===== src/rtl/fir_pkg.sv =====
// Shared definitions for the FIR configuration path: bridge state encoding,
// FIR AXI-Lite register map and ap_ctrl bit positions.
package fir_pkg;

  typedef enum logic [2:0] {
    IDLE,
    WRITE,
    RD_ADDR,
    RD_DATA,
    RESP
  } axil_state_e;

  localparam logic [11:0] AP_CTRL_ADDR  = 12'h000;
  localparam logic [11:0] DATA_LEN_ADDR = 12'h010;
  localparam logic [11:0] TAP_BASE_ADDR = 12'h020;

  localparam int AP_START_BIT = 0;
  localparam int AP_DONE_BIT  = 1;
  localparam int AP_IDLE_BIT  = 2;

endpackage


===== src/rtl/axil_timeout_cnt.sv =====
// Per-transaction wait counter; expired is high on the pTIMEOUT-th cycle
// spent waiting, so the bridge gives up on the edge that ends that cycle.
module axil_timeout_cnt #(
  parameter int pTIMEOUT = 255
) (
  input  logic axis_clk,
  input  logic axis_rst,
  input  logic clear,
  input  logic enable,
  output logic expired
);

  localparam int CNT_W = (pTIMEOUT > 1) ? $clog2(pTIMEOUT) : 1;
  localparam logic [CNT_W-1:0] LIMIT = CNT_W'(pTIMEOUT - 1);

  logic [CNT_W-1:0] count;

  // Saturates at LIMIT so a stalled enable can never wrap back to zero.
  always_ff @(posedge axis_clk) begin
    if (axis_rst || clear) begin
      count <= '0;
    end else if (enable && (count != LIMIT)) begin
      count <= count + 1'b1;
    end
  end

  assign expired = enable && (count == LIMIT);

endmodule


===== src/rtl/axil_master_bridge.sv =====
// Single-outstanding AXI-Lite initiator: turns cmd/rsp handshakes into
// AW/W or AR/R transactions toward the FIR, with a per-transaction timeout.
module axil_master_bridge
  import fir_pkg::*;
#(
  parameter int pADDR_WIDTH = 12,
  parameter int pDATA_WIDTH = 32,
  parameter int pTIMEOUT    = 255
) (
  input  logic                   axis_clk,
  input  logic                   axis_rst,
  input  logic                   cmd_valid,
  output logic                   cmd_ready,
  input  logic                   cmd_write,
  input  logic [pADDR_WIDTH-1:0] cmd_addr,
  input  logic [pDATA_WIDTH-1:0] cmd_wdata,
  output logic                   rsp_valid,
  input  logic                   rsp_ready,
  output logic [pDATA_WIDTH-1:0] rsp_rdata,
  output logic                   rsp_err,
  output logic                   busy,
  output logic                   awvalid,
  output logic [pADDR_WIDTH-1:0] awaddr,
  input  logic                   awready,
  output logic                   wvalid,
  output logic [pDATA_WIDTH-1:0] wdata,
  input  logic                   wready,
  output logic                   arvalid,
  output logic [pADDR_WIDTH-1:0] araddr,
  input  logic                   arready,
  input  logic                   rvalid,
  input  logic [pDATA_WIDTH-1:0] rdata,
  output logic                   rready
);

  axil_state_e state;
  logic aw_done;
  logic w_done;
  logic aw_hs;
  logic w_hs;
  logic wr_complete;
  logic cnt_clear;
  logic cnt_en;
  logic expired;

  assign aw_hs       = aw_done || (awvalid && awready);
  assign w_hs        = w_done  || (wvalid && wready);
  assign wr_complete = aw_hs && w_hs;
  assign cnt_clear   = (state == IDLE);
  assign cnt_en      = (state == WRITE) || (state == RD_ADDR) || (state == RD_DATA);

  axil_timeout_cnt #(
    .pTIMEOUT(pTIMEOUT)
  ) u_timeout (
    .axis_clk(axis_clk),
    .axis_rst(axis_rst),
    .clear   (cnt_clear),
    .enable  (cnt_en),
    .expired (expired)
  );

  // araddr is only loaded on command acceptance: the FIR drives rdata
  // combinationally from it, so it must not move until the next read.
  always_ff @(posedge axis_clk) begin
    if (axis_rst) begin
      state     <= IDLE;
      cmd_ready <= 1'b1;
      busy      <= 1'b0;
      rsp_valid <= 1'b0;
      rsp_err   <= 1'b0;
      rsp_rdata <= '0;
      awvalid   <= 1'b0;
      wvalid    <= 1'b0;
      arvalid   <= 1'b0;
      rready    <= 1'b0;
      awaddr    <= '0;
      wdata     <= '0;
      araddr    <= '0;
      aw_done   <= 1'b0;
      w_done    <= 1'b0;
    end else begin
      unique case (state)
        IDLE: begin
          if (cmd_valid) begin
            cmd_ready <= 1'b0;
            busy      <= 1'b1;
            aw_done   <= 1'b0;
            w_done    <= 1'b0;
            if (cmd_write) begin
              awaddr  <= cmd_addr;
              wdata   <= cmd_wdata;
              awvalid <= 1'b1;
              wvalid  <= 1'b1;
              state   <= WRITE;
            end else begin
              araddr  <= cmd_addr;
              arvalid <= 1'b1;
              state   <= RD_ADDR;
            end
          end
        end
        WRITE: begin
          if (awvalid && awready) begin
            awvalid <= 1'b0;
            aw_done <= 1'b1;
          end
          if (wvalid && wready) begin
            wvalid <= 1'b0;
            w_done <= 1'b1;
          end
          if (wr_complete) begin
            rsp_valid <= 1'b1;
            rsp_err   <= 1'b0;
            rsp_rdata <= '0;
            state     <= RESP;
          end else if (expired) begin
            awvalid   <= 1'b0;
            wvalid    <= 1'b0;
            rsp_valid <= 1'b1;
            rsp_err   <= 1'b1;
            rsp_rdata <= '0;
            state     <= RESP;
          end
        end
        RD_ADDR: begin
          if (expired) begin
            arvalid   <= 1'b0;
            rsp_valid <= 1'b1;
            rsp_err   <= 1'b1;
            rsp_rdata <= '0;
            state     <= RESP;
          end else if (arvalid && arready) begin
            arvalid <= 1'b0;
            rready  <= 1'b1;
            state   <= RD_DATA;
          end
        end
        RD_DATA: begin
          if (rvalid) begin
            rready    <= 1'b0;
            rsp_valid <= 1'b1;
            rsp_err   <= 1'b0;
            rsp_rdata <= rdata;
            state     <= RESP;
          end else if (expired) begin
            rready    <= 1'b0;
            rsp_valid <= 1'b1;
            rsp_err   <= 1'b1;
            rsp_rdata <= '0;
            state     <= RESP;
          end
        end
        RESP: begin
          if (rsp_ready) begin
            rsp_valid <= 1'b0;
            cmd_ready <= 1'b1;
            busy      <= 1'b0;
            state     <= IDLE;
          end
        end
        default: begin
          state <= IDLE;
        end
      endcase
    end
  end

endmodule


===== config.mk =====
export PLATFORM = sky130hd
export DESIGN_NAME = axil_master_bridge
export DESIGN_NICKNAME = d
export VERILOG_FILES = /design/src/rtl/fir_pkg.sv /design/src/rtl/axil_timeout_cnt.sv /design/src/rtl/axil_master_bridge.sv
export SDC_FILE = /design/constraint.sdc
export NUM_CORES = 1
export LEC_CHECK = 0
export ABC_CLOCK_PERIOD_IN_PS = 2300
export BUFFER_PORTS_ARGS = -buffer_cell sky130_fd_sc_hd__buf_2
export CORE_AREA = 2 2 99 125
export CTS_BUF_LIST = sky130_fd_sc_hd__clkbuf_16
export DETAILED_ROUTE_END_ITERATION = 16
export DIE_AREA = 0 0 101 127
export GPL_ROUTABILITY_DRIVEN = 0
export PLACE_DENSITY_LB_ADDON = 0.05
export RECOVER_POWER = 100
export SLEW_MARGIN = 20
export SYNTH_ARGS = -nofsm -noshare
export SYNTH_HDL_FRONTEND = slang
export SYNTH_SLANG_ARGS = --single-unit

===== constraint.sdc =====
create_clock -name axis_clk -period 2.3 [get_ports axis_clk]
set_input_delay 0.115 -clock axis_clk [delete_from_list [all_inputs] [get_ports axis_clk]]
set_output_delay 0.115 -clock axis_clk [all_outputs]
set_load 0.05 [all_outputs]

======== After elaboration in Yosys (flattened, before gate mapping) ========
Index checks and enable logic that the tools add are counted.
word-level totals
  output and inout port bits .............. 96
  latch bits .............................. 0
  bits in read-only memories .............. 0
  RAM bits ................................ 0
  register bits ........................... 109
  input port bits ......................... 85
  memories kept ........................... 0
operators by class
  bitwise gates (word level) .............. 1
  div/mod/pow operators ................... 0
  $lt $le $gt $ge ......................... 0
  mux-type cells .......................... 51
  shift operators ......................... 0
  $mul .................................... 0
  add/sub/neg operators ................... 1
  equality and inequality tests ........... 16
  reduce and logical (&&, ||, !) cells .... 28
operators by type and width
  cell                   count
  $mux W32               3
  $pmux W32 S3           1
  $mux W1                28
  $mux W3                7
  $reduce_and A3 Y1      7
  $pmux W1 S2            8
  $pmux W3 S5            1
  $ne A2 B2 Y1 const B   7
  $add A8 B1 Y8 const B  1
  $eq A8 B8 Y1 const B   1
  $ne A8 B8 Y1 const B   1
  $reduce_and A4 Y1      2
  $reduce_bool A2 Y1     4
  $eq A3 B2 Y1 const B   2
  $logic_and A1 B1 Y1    6
  $logic_or A1 B1 Y1     5
  $pmux W1 S4            1
  $reduce_bool A4 Y1     1
  $eq A3 B1 Y1 const B   1
  $eq A3 B3 Y1 const B   1
  $logic_not A3 Y1       1
  $ne A3 B2 Y1 const B   1
  $ne A3 B3 Y1 const B   1
  $pmux W1 S3            1
  5 further kinds        5

======== Longest topological paths before layout ========
  depth in word-level cells ............... 7
  mapped depth ............................ 7
  gate-level depth less buffers ........... 6

======== Cells and area by module ========
A second synthesis with hierarchy kept.
unflattened totals
  cells, all modules ...................... 452
  area, all modules ....................... 4085.2 µm²
modules (own cells, without submodules)
  module              times used  area an instance (µm²)  cells each
  axil_master_bridge  1           3629.7                  401
  axil_timeout_cnt    1           455.4                   51

======== Worst setup path after synthesis ========
No wires, ideal clock.
  kind .................................... register to register
  start ................................... register awvalid
  end ..................................... register rsp_rdata[0]
  arrival ................................. 1.617 ns
  clock period less this slack ............ 1.734 ns
  buffers on the path ..................... 1
  setup time .............................. 0.117 ns
  stages on the path, launching flop included .. 6
  slack ................................... 0.566 ns
  cell sequence ........................... dfxtp_1 a21oi_1 o311ai_2 nor2_2 buf_6 a22o_1
between the ends
  cells in the longest elaborated chain, start to end .. 5
ends and longest elaborated chain
  item                    line                       source
  start, declared         axil_master_bridge.sv:22   output logic awvalid,
  start signal, assigned  axil_master_bridge.sv:72   awvalid <= 1'b0;
  start signal, assigned  axil_master_bridge.sv:92   awvalid <= 1'b1;
  start signal, assigned  axil_master_bridge.sv:104  awvalid <= 1'b0;
  $logic_and A1 B1 Y1     axil_master_bridge.sv:46   assign aw_hs = aw_done || (awvalid && awready);
  $logic_or A1 B1 Y1      axil_master_bridge.sv:46
  $logic_and A1 B1 Y1     axil_master_bridge.sv:48   assign wr_complete = aw_hs && w_hs;
  $mux W32                axil_master_bridge.sv:111  if (wr_complete) begin
  $pmux W32 S3            axil_master_bridge.sv:82   unique case (state)
  end signal, assigned    axil_master_bridge.sv:143  rsp_rdata <= rdata;
  end, declared           axil_master_bridge.sv:19   output logic [pDATA_WIDTH-1:0] rsp_rdata,
No other way between the ends.
A chain may end at the register's enable or synchronous reset.

======== Worst setup path in the final report ========
  start ................................... register state[0]
  end ..................................... register arvalid
between the ends
  cells in the longest elaborated chain, start to end .. 6
  elaborated cells between the ends (all ways) .. 14
  classes of those cells .................. eq/ne (6); mux (2); reduce/logical (6)
ends and longest elaborated chain
  item                                                        line                                                source
  start, declared                                             axil_master_bridge.sv:36                            axil_state_e state;
  start signal, assigned                                      axil_master_bridge.sv:66                            state <= IDLE;
  start signal, assigned                                      axil_master_bridge.sv:94                            state <= WRITE;
  start signal, assigned                                      axil_master_bridge.sv:98                            state <= RD_ADDR;
  $eq A3 B1 Y1 or $eq A3 B2 Y1 (tied branches)                axil_master_bridge.sv:50, axil_master_bridge.sv:82
  $logic_or A1 B1 Y1 (2 in series)                            axil_master_bridge.sv:50                            assign cnt_en = (state == WRITE) || (state == RD_ADDR) || (state == RD_DATA);
  $logic_and A1 B1 Y1                                         axil_timeout_cnt.sv:27                              assign expired = enable && (count == LIMIT);
  $ne A3 B2 Y1 (no line) or $mux W1 (tied branches)           n/a
  $reduce_and A4 Y1 (no line) or $pmux W1 S2 (tied branches)  n/a
  end signal, assigned                                        axil_master_bridge.sv:74                            arvalid <= 1'b0;
  end signal, assigned                                        axil_master_bridge.sv:97                            arvalid <= 1'b1;
  end signal, assigned                                        axil_master_bridge.sv:127                           arvalid <= 1'b0;
  end, declared                                               axil_master_bridge.sv:28                            output logic arvalid,
Parallel ways exist; a longest one is shown, timed or not.

==> metrics.md <==
| Metric | Value |
|---|---|
| Final #Nets | `756` |
| Critical path's slowest cell | `or4b_4` |
| Post-route clock skew | `6.52 ps` |
| Ys Warns | `0` |
| CP Cell Sequence | `or4b_4 > nor2_2 > clkinv_1 > a21oi_1` |
| Ys flop type | `dfxtp_1` |
| Cell Area, Placed | `5000 sq um` |
| Core Area | `11,600 sq um` |
| Leakage | `2.19 nW` |
| Synth Net Count | `537` |
| Area growth from synthesis to layout | `42.6%` |
| Worst reg-to-reg path cell count | `4` |
| PortBufs | `180` |
| Peak Freq | `509 MHz` |
| PD cells | `785 nW/um^2` |
| Sequential cell area | `2180 sq um` |
| Hold crit path type | `input port to flop` |
| Final period util | `85.5%` |
| TNS Setup | `0 ps` |
| Clk root buf | `clkbuf_16` |
| Hold EP | `wdata[31]` |
| # diodes | `0` |
| Worst EP required | `2570 ps` |
| Post-synth EDFFs | `0` |
| Post-CTS sizing | `0` |
| Final setup viols | `0` |
| Placed wire-length estimate | `7770 microns` |
| Vias in the first global route | `3,895` |
| Cell area after layout | `5710 sq um` |
| Async set or reset register ratio after synthesis | `0%` |
| Non-filler cells, final | `812` |
| Later-pin clock latency in the skew report | `340 ps` |
| Area occupied by multi-input gates | `1650 sq um` |
| DIE HEIGHT | `127 microns` |
| Die W | `101 microns` |
| Actual transition at the worst max-transition pin | `736 ps` |
| RSZ-0062 raised after global routing | `false` |
| Post-DR vias/cell | `4.96` |
| Worst setup SP type | `flop` |
| R2r startpoint | `state[0]` |
| Hold Startpoint | `cmd_wdata[31]` |
| Cell total after placement | `744` |
| Hold path depth | `3` |
| CTS tree | `built` |
| GRT Total Usage | `17.8%` |
| Count of cell types in the netlist | `45` |
| Die area | `12,800 sq um` |
| Setup bufs post-CTS | `0` |
| Maxcap violations | `0` |
| Final WL | `11,600 microns` |
| Worst-path clk slew | `70 ps` |
| Final min period | `1970 ps` |
| Total clock buffers created by CTS | `9` |
| Total Power | `0.00448 W` |
| Grt ovf | `0` |
| Min Hold Slack | `9.01 ps` |
| Initial drt markers | `187` |
| DR DRC count | `0` |
| Pin count of the biggest net entering global routing | `69` |
| Starting Density | `34.6%` |
| Relative slew slack | `50.8%` |
| R2r setup slk | `330 ps` |
| Avg Cell Area, Syn | `8.90 sq um` |
| Slew Limit Fails | `0` |
| Clk sinks | `109` |
| CP Class | `flop to flop` |
| Synthesized flop and latch total | `109` |
| Drt wl/cell | `14.3 microns` |
| Cells after Synth | `450` |
| Seq/Total Area, Yosys | `54.5%` |
| H-tree depth | `3` |
| R2R Path End | `arvalid` |
| DR vias | `4,031` |
| I/O pins | `181` |
| Status | `finished, final reports clean` |
| Layout cells sized above 1 | `16.9%` |
| Max stage delay on crit path | `690 ps` |
| Post-route ant nets | `0` |
| First-pass GRT wire length | `18,300 microns` |
| Synthesized area | `4010 sq um` |
| Setup crit end kind | `flop` |
| Initial antenna violation count | `0` |
| Fillers | `1,172` |
| Data arrival, critical path | `2240 ps` |
| Max VDD drop | `0.320 mV` |
| FP Rows | `44` |
| Worst Setup SP | `state[0]` |
| CP max FO | `14` |
| First-pass DRT Iterations | `5` |
| Hold Fails Final Rpt | `0` |
| # hold bufs at CTS | `52` |
| Clock Path Buffers | `2` |
## area by class of cell
class                           count  share of cell area (%)
Multi-Input combinational cell    304                    29.0
Tap cell                          138                    3.02
Sequential cell                   109                    38.2
Inverter                            5                   0.329
Clock inverter                      7                    1.58
Timing Repair Buffer              240                    24.0
Clock buffer                        9                    3.94
## synthesized netlist by cell type, types with 3 or more instances
cell type / number / area share, %
dfxtp_1: 109 / 54
nand2_1: 107 / 10
a21oi_1: 74 / 9.2
a22o_1: 32 / 7.0
clkbuf_1: 19 / 1.8
o21ai_1: 16 / 2.0
nor2_1: 11 / 1.0
buf_2: 7 / 0.87
nor3_1: 6 / 0.75
nand3_1: 5 / 0.62
o21ai_0: 5 / 0.62
buf_6: 4 / 1.1
inv_1: 4 / 0.37
or3_1: 4 / 0.62
a31oi_1: 3 / 0.47
and3_1: 3 / 0.47
## how the worst max path moves through the flow
stage / end / slack (ps) / cells after the start
after CTS: rsp_rdata[7] / 320 / 4
after floorplan: rsp_rdata[0] / 570 / 5
after global placement: rsp_rdata[17] / 180 / 4
after detailed placement: rsp_rdata[29] / 330 / 4
after global routing: wdata[4] / 160 / 6
final: arvalid / 330 / 4
## cell usage in the layout, fill, tap and decap left out, types with 2 or more instances in the layout
master,Yosys,layout
nand3_1,5,4
a21oi_1,74,74
clkinv_1,0,2
nor4_1,2,2
buf_4,1,6
dfxtp_1,109,109
a31oi_1,3,3
and3_1,3,3
xnor2_1,2,2
a21o_1,2,2
bufinv_16,0,2
nand4_1,2,2
o21ai_1,16,15
nor2_2,2,2
a22o_1,32,32
clkbuf_16,0,9
or3b_1,2,2
ha_1,2,2
nor3_1,6,6
o311ai_1,2,2
o21ai_0,5,6
dlygate4sd3_1,0,52
inv_1,4,5
nor2_1,11,10
nand3b_1,2,2
nand2_1,107,107
nor3b_1,2,2
clkbuf_1,19,97
or3_1,4,4
buf_2,7,84
## kinds of logic (layout without fill, tap and decap cells)
| logic type | Yosys count | in the layout | share of synthesized area [%] |
|---|---|---|---|
| buffers and inverters | 37 | 261 | 4.53 |
| AO/OA/AOI/OAI | 144 | 144 | 22.5 |
| adder cells (fa/ha/maj) | 2 | 2 | 0.625 |
| flip-flops | 109 | 109 | 54.5 |
| AND/OR/NAND/NOR | 156 | 156 | 17.4 |
| XOR/XNOR | 2 | 2 | 0.437 |
## registers in the layout (all words and copies together) (netlist names), 3 cells and up
name	flops
araddr	12
awaddr	12
rsp_rdata	32
state	3
u_timeout.count	8
wdata	32
## metrics by stage
stage / util, % / setup WS, ps
final: 49.4 / 334
after global routing: 49.4 / 165
after CTS: 50.5 / 325
after detailed placement: 43.3 / 329
after global placement: 43.2 / 176
after floorplan: - / 566
## routing by layer
metal  vias up  routed length [microns]  part of all wire, %  GRT usage [%]
met2       115                     5670                   49           30.2
met5         -                        0                    0              0
met4         0                      314                  2.7           7.31
li1       2013                        -                    -              -
met3        25                      542                  4.7           3.77
met1      1878                     5100                   44           21.7
## where the power goes
part | internal [W] | leakage, nW | switching (W) | total, W
sequential | 0.00197 | 0.885 | 0.0000611 | 0.00203
combinational | 0.000252 | 1.15 | 0.000564 | 0.000816
clock | 0.000951 | 0.159 | 0.000684 | 0.00163
total | 0.00318 | 2.19 | 0.00131 | 0.00448
## critical path, delay by kind of cell (launching register included)
kind,cells,cell delay [ps]
DFF,1,430
buffers and inverters,1,150
and+or+nand+nor,2,1170
AOI/OAI and AO/OA,1,140
Note: power is estimated with default switching activity, not from simulation.
